<file path="src/rtl/seq_display.sv">
// Plays back a latched digit sequence to the player display: each digit is lit for
// ON_CYCLES cycles and then blanked for OFF_CYCLES, with a one-cycle done pulse at the end.
module seq_display #(
    parameter int ON_CYCLES  = 25000000,
    parameter int OFF_CYCLES = 12500000
) (
    input  logic        clk,
    input  logic        rst,
    input  logic        newSequence,
    input  logic [19:0] Sequence,
    input  logic [2:0]  LVL,
    output logic [3:0]  digit_out,
    output logic        digit_valid,
    output logic        display_done,
    output logic        busy
);

    localparam int MAX_CYCLES = (ON_CYCLES > OFF_CYCLES) ? ON_CYCLES : OFF_CYCLES;
    localparam int CNT_W      = $clog2(MAX_CYCLES + 1);
    localparam logic [CNT_W-1:0] ON_LOAD  = CNT_W'(ON_CYCLES - 1);
    localparam logic [CNT_W-1:0] OFF_LOAD = CNT_W'(OFF_CYCLES - 1);
    localparam logic [CNT_W-1:0] CNT_ONE  = CNT_W'(1);

    typedef enum logic [1:0] {IDLE, SHOW, GAP, DONE} state_t;

    state_t            state_q, state_d;
    logic [19:0]       seq_q, seq_d;
    logic [2:0]        lvl_q, lvl_d;
    logic [2:0]        idx_q, idx_d;
    logic [CNT_W-1:0]  cnt_q, cnt_d;
    logic [3:0]        digit_out_q, digit_out_d;
    logic              digit_valid_q, digit_valid_d;
    logic              display_done_q, display_done_d;
    logic              busy_q, busy_d;

    function automatic logic [2:0] digit_count(input logic [2:0] lvl);
        if (lvl == 3'd0)
            return 3'd1;
        else if (lvl > 3'd5)
            return 3'd5;
        else
            return lvl;
    endfunction

    function automatic logic [3:0] digit_at(input logic [19:0] seq, input logic [2:0] idx);
        case (idx)
            3'd0:    return seq[19:16];
            3'd1:    return seq[15:12];
            3'd2:    return seq[11:8];
            3'd3:    return seq[7:4];
            default: return seq[3:0];
        endcase
    endfunction

    always_comb begin
        state_d = state_q;
        seq_d   = seq_q;
        lvl_d   = lvl_q;
        idx_d   = idx_q;
        cnt_d   = cnt_q;

        case (state_q)
            IDLE: begin
                if (newSequence) begin
                    seq_d   = Sequence;
                    lvl_d   = LVL;
                    idx_d   = 3'd0;
                    cnt_d   = ON_LOAD;
                    state_d = SHOW;
                end
            end
            SHOW: begin
                if (cnt_q == '0) begin
                    cnt_d   = OFF_LOAD;
                    state_d = GAP;
                end else begin
                    cnt_d = cnt_q - CNT_ONE;
                end
            end
            GAP: begin
                if (cnt_q == '0) begin
                    if (idx_q == digit_count(lvl_q) - 3'd1) begin
                        state_d = DONE;
                    end else begin
                        idx_d   = idx_q + 3'd1;
                        cnt_d   = ON_LOAD;
                        state_d = SHOW;
                    end
                end else begin
                    cnt_d = cnt_q - CNT_ONE;
                end
            end
            default: begin
                state_d = IDLE;
            end
        endcase

        // Outputs are decoded from the next state so they are registered yet line up with it.
        digit_valid_d  = (state_d == SHOW);
        digit_out_d    = digit_valid_d ? digit_at(seq_d, idx_d) : 4'd0;
        display_done_d = (state_d == DONE);
        busy_d         = (state_d != IDLE);
    end

    always_ff @(posedge clk) begin
        if (rst) begin
            state_q        <= IDLE;
            seq_q          <= '0;
            lvl_q          <= '0;
            idx_q          <= '0;
            cnt_q          <= '0;
            digit_out_q    <= '0;
            digit_valid_q  <= 1'b0;
            display_done_q <= 1'b0;
            busy_q         <= 1'b0;
        end else begin
            state_q        <= state_d;
            seq_q          <= seq_d;
            lvl_q          <= lvl_d;
            idx_q          <= idx_d;
            cnt_q          <= cnt_d;
            digit_out_q    <= digit_out_d;
            digit_valid_q  <= digit_valid_d;
            display_done_q <= display_done_d;
            busy_q         <= busy_d;
        end
    end

    assign digit_out    = digit_out_q;
    assign digit_valid  = digit_valid_q;
    assign display_done = display_done_q;
    assign busy         = busy_q;

endmodule

</file>
<file path="config.mk">
export PLATFORM = sky130hd
export DESIGN_NAME = seq_display
export DESIGN_NICKNAME = d
export VERILOG_FILES = /design/src/rtl/seq_display.sv
export SDC_FILE = /design/constraint.sdc
export NUM_CORES = 1
export LEC_CHECK = 0
export BUFFER_PORTS_ARGS = -buffer_cell sky130_fd_sc_hd__clkbuf_2
export CAP_MARGIN = 20
export CORE_MARGIN = 1
export CORE_UTILIZATION = 25
export CTS_CLUSTER_SIZE = 30
export DETAILED_ROUTE_END_ITERATION = 6
export PLACE_DENSITY_LB_ADDON = 0.25
export SLEW_MARGIN = 10
export SYNTH_ARGS = -nofsm -noshare
export SYNTH_HDL_FRONTEND = slang
export SYNTH_SLANG_ARGS = --single-unit
</file>
<file path="constraint.sdc">
create_clock -name clk -period 3.6 [get_ports clk]
set_clock_uncertainty 0.05 [all_clocks]
set_input_delay 0.18 -clock clk [delete_from_list [all_inputs] [get_ports clk]]
set_output_delay 0.18 -clock clk [all_outputs]
set_load 0.01 [all_outputs]
</file>
==> results of run 1 <==
==> path summary, 6_finish.rpt <==
path	from	end	slack, ps
worst max-delay path	lvl_q[1]	digit_out[1]	600
worst min-delay path	LVL[0]	lvl_q[0]	20
worst max register to register	lvl_q[1]	digit_out[1]	600
worst min register to register	seq_q[18]	seq_q[18]	400
==> sequential cells by signal (all words and copies together) (netlist names) <==
register,flops
digit_valid,1
seq_q,20
idx_q,3
digit_out,4
lvl_q,3
display_done,1
cnt_q,25
state_q,2
busy,1
==> power by group through the flow <==
stage | logic (mW) | clock network, mW | registers, mW
after floorplan | 0.296 | 0 | 0.770
after CTS | 0.395 | 0.885 | 0.773
after global placement | 0.391 | 0 | 0.787
after global routing | 0.446 | 0.921 | 0.783
final | 0.392 | 0.870 | 0.773
after detailed placement | 0.393 | 0 | 0.786
==> Yosys cell counts, drive strengths merged, types with 3 or more instances <==
| master | number |
|---|---|
| o32ai | 3 |
| a22o | 4 |
| a211oi | 8 |
| inv | 12 |
| nand2b | 6 |
| o22ai | 5 |
| a21oi | 44 |
| clkbuf | 19 |
| buf | 4 |
| ha | 8 |
| nor2 | 39 |
| mux2i | 14 |
| mux2 | 8 |
| and3 | 3 |
| dfxtp | 60 |
| o21ai | 21 |
| xnor2 | 7 |
| nand2 | 67 |
| nor2b | 5 |
| nor3 | 21 |
| or3 | 4 |
| or2 | 4 |
| nor4 | 11 |
| nand3 | 8 |
| and2 | 4 |
==> final cells by class <==
cell class	instances	area, sq um
fill	1394	8840
multi-input combinational	321	1960
sequential	60	1200
clock buffer	10	239
tap	172	215
timing repair buffer	39	213
clock inverter	6	63.8
inverter	12	45.0
==> routing by layer <==
metal  track usage  vias up  routed length [um]  part of all wire
met3        0.0448       13                 347             0.039
met4        0.0489        0                 123             0.014
met5             0        -                   0                 0
met2         0.240       56                4190              0.48
li1              -     1522                   -                 -
met1         0.178     1447                4130              0.47
==> kinds of logic (layout without fill, tap and decap cells) <==
| kind of cell | Yosys count | count (layout) |
|---|---|---|
| DFF | 60 | 60 |
| and+or+nand+nor | 178 | 178 |
| adders and majority gates | 8 | 8 |
| buffers and inverters | 35 | 67 |
| xor gates and xnor gates | 10 | 10 |
| AOI/OAI and AO/OA | 103 | 103 |
| muxes | 22 | 22 |
==> worst min-delay path, stage by stage <==
cell and delay, ps:
clkbuf_2 80, nand2_1 50, a21oi_1 50
==> stage by stage <==
stage / setup slack, ps / std cells / util
after global placement: 737 / 604 / 0.285
after floorplan: 941 / 416 / -
after detailed placement: 580 / 604 / 0.285
after global routing: 317 / 620 / 0.308
final: 600 / 620 / 0.308
after CTS: 570 / 620 / 0.308
==> flow_metrics.py, run 1 <==
metrics = {
    "power_and_ir_drop": {
        "power_density_nw_per_um2": 517,
        "pwr-share-seq": 0.380,
        "pwr-share-comb": 0.193,
        "netSwitchingFraction": 0.299,
        "peakVddDrop_uv": 277,
        "finalPower_mw": 2.04,
        "power.switching_uw": 608,
        "p_int_mw": 1.43,
        "clkPwrFrac": 0.427,
        "p_leak_nw": 1.54,
    },
    "detailed_routing": {
        "ant_nets": 0,
        "wl_per_cell_um": 14.2,
        "routed_via_density": 4.90,
        "wl_um": 8800,
        "drc_errors": 0,
        "vias": 3038,
        "drtIter0Drc": 143,
        "dr.pass1.iters": 4,
    },
    "logic_synthesis": {
        "synthTopCellsByArea": "dfxtp_1, nand2_1, a21oi_1, nor2_1, mux2i_1",
        "syn_nets": 450,
        "yosysTopAreaCellShare": 0.363,
        "ys_seq_elements": 60,
        "ys_types": 53,
        "synth-simple-area-share": 0.261,
        "synth_area_sq_um": 3310,
        "synthAdderAreaFrac": 0.0303,
        "syn-instance-count": 416,
        "yosysTopAreaCell": "dfxtp_1",
        "yosysWarnings": 0,
        "synth_seq_area_share": 0.363,
        "synthFlopType": "dfxtp_1",
        "synth-async-reset-ratio": 0,
        "synth_compound_area_frac": 0.199,
        "synth_edf_count": 0,
        "avgSynthCellArea_sq_um": 7.95,
        "synth_xor_area_frac": 0.0310,
        "synthMuxAreaShare": 0.0696,
        "synth_top_family_by_area": "simple AND/OR/NAND/NOR gates",
    },
    "worst_setup_path": {
        "path_buf_inv": 0,
        "cp.required_ps": 3750,
        "critPathCaptureType": "register",
        "critPathLaunchType": "register",
        "cp.arrival_ps": 3150,
        "path_cells": "xnor2_1 -> nor2_1 -> ha_1 -> xnor2_1 -> nor2_1 -> a311oi_2 -> mux2i_1 -> a21oi_4 -> mux2_2 -> o22ai_1 -> o32ai_1",
        "slowest_stage": "mux2_2",
        "cp.depth": 11,
        "crit_family": "compound AO/OA/AOI/OAI gates",
        "crit_fanout": 10,
        "critPathMaxStageDelay_ps": 380,
        "r2r_cells": 11,
        "path_class": "reg -> reg",
    },
    "layout": {
        "nets": 477,
        "antenna_cells": 0,
        "drive_gt1_frac": 0.172,
        "stdcell_area_sq_um": 3940,
        "final_cell_mix": "nand2_1, dfxtp_1, a21oi_1",
        "area_delta_synth_final_pct": 19.1,
        "layout_commonest_cell": "nand2_1",
    },
    "die": {
        "coreArea_sq_um": 12800,
        "rows": 41,
        "dieHeight_um": 117,
        "start_util": 0.259,
        "die_w_um": 117,
        "pin_count": 33,
        "die_area_sq_um": 13700,
    },
    "cts": {
        "root_buffer": "clkbuf_16",
        "postCtsHoldBufs": 0,
        "htree_num_levels": 3,
        "cts_buffers": 9,
        "ctsResizeCount": 0,
        "clk_pin_slew_worst_paths_ps": 60,
        "cts_tree": "yes",
        "post_cts.repair.setup_buffers": 0,
        "clockBufferDepth": 2,
        "cts.sinks": 60,
        "clkLatencyLatePin_ps": 330,
    },
    "placement": {
        "place_area_sq_um": 3630,
        "dp.final_hpwl_um": 6260,
        "io_buffer_count": 32,
        "gp_congestion": 0.818,
    },
    "sta": {
        "rsz0062_at_grt": "no",
        "fin_tns_setup_ps": 0,
        "hold_viol": 0,
        "hold_slack_ps": 24.7,
        "timing.fmax_mhz": 333,
        "tightest_slew_ps": 689,
        "fin_crit_sh": 0.833,
        "slew_headroom": 0.539,
        "maxSlewViolCount": 0,
        "setup_viol": 0,
        "fin_crit_ps": 3000,
    },
    "global_route": {
        "grt_pass1_wl_um": 15100,
        "gr-total-overflow": 0,
        "grt_max_degree": 53,
        "grt_pass1_vias": 3067,
        "grt_usage": 0.145,
        "grt_antenna_before_repair": 0,
    },
    "min_path": {
        "hold_depth": 3,
        "worstHoldPathType": "in -> reg",
    },
    "outcome": {
        "status": "finished, final reports clean",
    },
    "flow_run": {
        "drv_cap": 0,
    },
}
Power figures use the tool's default switching activity.
==> run 2, diff against run 1 <==
--- a/config.mk
+++ b/config.mk
@@ -5,6 +5,7 @@
 export SDC_FILE = /design/constraint.sdc
 export NUM_CORES = 1
 export LEC_CHECK = 0
+export ABC_AREA = 1
 export BUFFER_PORTS_ARGS = -buffer_cell sky130_fd_sc_hd__clkbuf_2
 export CAP_MARGIN = 20
 export CORE_MARGIN = 1
==> constraint.sdc (replaced) <==
create_clock -name clk -period 2.8 [get_ports clk]
set_clock_uncertainty 0.05 [all_clocks]
set_input_delay 0.14 -clock clk [delete_from_list [all_inputs] [get_ports clk]]
set_output_delay 0.14 -clock clk [all_outputs]
set_load 0.01 [all_outputs]
==> flow_metrics.py, run 2 <==
metrics = {
    "flow_run": {
        "drv_cap": 0,
    },
    "min_path": {
        "worstHoldStart": "Sequence[3]",
        "worstHoldPathType": "in -> reg",
    },
    "cts": {
        "clockBufferDepth": 2,
        "cts.sinks": 60,
        "cts_buffers": 9,
        "clkLatencyLatePin_ps": 330,
        "cts_tree": "yes",
        "postCtsHoldBufs": 0,
        "ctsResizeCount": 0,
        "htree_num_levels": 3,
        "post_cts.repair.setup_buffers": 0,
        "root_buffer": "clkbuf_16",
        "clk_pin_slew_worst_paths_ps": 50,
    },
    "layout": {
        "stdcell_area_sq_um": 4090,
        "drive_gt1_frac": 0.189,
        "top_register": "cnt_q",
        "layout_commonest_cell": "nor2_1",
        "antenna_cells": 0,
        "largest_reg_flops": 25,
        "area_delta_synth_final_pct": 19.1,
        "nets": 536,
        "final_cell_mix": "nor2_1, nand2_1, dfxtp_1",
    },
    "power_and_ir_drop": {
        "peakVddDrop_uv": 336,
        "p_leak_nw": 1.84,
        "power_density_nw_per_um2": 637,
    },
    "logic_synthesis": {
        "synth_seq_area_share": 0.349,
        "synthFlopType": "dfxtp_1",
        "synth-async-reset-ratio": 0,
        "ys_types": 34,
        "ys_seq_elements": 60,
        "synthTopCellsByCount": "nor2_1, nand2_1, dfxtp_1",
        "avgSynthCellArea_sq_um": 7.36,
        "synth_area_sq_um": 3440,
        "synth_edf_count": 0,
        "synthTopCellsByArea": "dfxtp_1, nor2_1, nand2_1, inv_1, o21ai_0",
        "yosysTopAreaCellShare": 0.349,
        "syn_nets": 501,
        "synth.most_common_cell": "nor2_1",
        "yosysTopAreaCell": "dfxtp_1",
        "syn-instance-count": 467,
        "yosysWarnings": 0,
    },
    "worst_setup_path": {
        "r2r-start": "lvl_q[2]",
        "startpoint": "lvl_q[2]",
        "cp.required_ps": 2980,
        "regToRegSetupSlack_ps": 390,
        "endpoint": "digit_out[0]",
        "r2r_end": "digit_out[0]",
        "r2r_cells": 17,
        "critPathLaunchType": "register",
        "crit_fanout": 17,
        "cp.arrival_ps": 2580,
        "path_class": "reg -> reg",
        "critPathCaptureType": "register",
    },
    "detailed_routing": {
        "wl_per_cell_um": 12.7,
        "wl_um": 8700,
        "vias": 3089,
        "ant_nets": 0,
        "drtIter0Drc": 137,
        "drc_errors": 0,
        "dr.pass1.iters": 4,
        "routed_via_density": 4.52,
    },
    "sta": {
        "hold_viol": 0,
        "fin_crit_ps": 2410,
        "rsz0062_at_grt": "no",
        "fin_tns_setup_ps": 0,
        "setup_viol": 0,
        "slew_headroom": 0.621,
        "fin_crit_sh": 0.860,
        "finalWorstSetupSlack_ps": 392,
        "maxSlewViolCount": 0,
        "tightest_slew_ps": 569,
        "hold_slack_ps": 23.7,
        "timing.fmax_mhz": 415,
    },
    "placement": {
        "dp.final_hpwl_um": 6360,
        "dp_slack_ps": 372,
        "gp_congestion": 0.813,
        "place_area_sq_um": 3790,
        "io_buffer_count": 32,
    },
    "die": {
        "dieHeight_um": 119,
        "rows": 42,
        "pin_count": 33,
        "die_area_sq_um": 14200,
        "start_util": 0.257,
        "coreArea_sq_um": 13300,
        "die_w_um": 119,
    },
    "global_route": {
        "grt_pass1_wl_um": 14400,
        "grt_pass1_vias": 3050,
        "grt_antenna_before_repair": 0,
        "grt_max_degree": 50,
        "grt_usage": 0.129,
        "gr-total-overflow": 0,
    },
    "outcome": {
        "status": "finished, final reports clean",
    },
}
==> run 2: cell count changes after synthesis, moves of 16 or more <==
cell     previous run  this run
inv_1              12        52
a21oi_1            43        24
nor2_1             39        64
o21ai_0            21        37
nand3_1             8        28
nor3_1             20         2
==> run 2: final cells by class <==
class	count	area [sq um]
fillers	1461	9260
multi-input cells	334	1930
well taps	176	220
flip-flops and latches	60	1200
inverters	57	214
repair buffers	40	220
clock inverters	4	47.5
clock buffers	12	256
==> run 2: cells by family (layout without fill, tap and decap cells) <==
family / after synthesis / count (layout) / share of synthesized area
AND/OR/NAND/NOR: 214 / 214 / 0.319
adder cells (fa/ha/maj): 8 / 8 / 0.0291
multiplexers: 12 / 12 / 0.0349
buffers and inverters: 73 / 113 / 0.0881
XOR/XNOR: 17 / 17 / 0.0433
AO/OA/AOI/OAI: 83 / 83 / 0.137
flip-flops: 60 / 60 / 0.349
==> run 2: stage by stage <==
stage,power [mW],cells,utilization
finish,2.61,683,0.307
global route,2.76,683,0.307
CTS,2.65,683,0.307
detailed placement,1.50,667,0.284
global placement,1.50,667,0.284
floorplan,1.37,467,-
==> run 2: report_power, final <==
group	internal, mW	switching, mW	leakage (nW)	total (mW)
Clock	0.733	0.387	0.149	1.12
Combinational	0.190	0.335	1.20	0.525
Sequential	0.921	0.0403	0.494	0.961
Total	1.84	0.762	1.84	2.61
==> run 2: critical path: stages (launching register included) <==
cell and delay, ps:
dfxtp_1 330, inv_2 90, nand2_1 70, nand3_1 90, inv_1 50, ha_1 220, inv_1 80, nand2_1 50
nand3_1 60, nand2_1 70, nor2_2 120, nand2_2 110, a21oi_1 250, nor2_4 100, nor2_8 200, o21ai_0 140
nor2_1 160, nor2_1 60
==> run 2: worst min-delay path by stage <==
stage          slack, ps  cells past startpoint   endpoint
6_report              20                      3   seq_q[3]
2_1_floorplan        250                      2  seq_q[14]
5_1_grt               40                      3   seq_q[3]
4_1_cts               20                      3   seq_q[7]
3_3_place_gp         360                      3   seq_q[3]
3_5_place_dp         370                      3   seq_q[7]
==> run 2: routing by layer <==
layer  up-vias  GRT usage  share of wire
met5         -          0              0
met4         0     0.0467         0.0090
met3         9     0.0350          0.045
met2        66      0.216           0.48
met1      1402      0.158           0.47
li1       1612          -              -
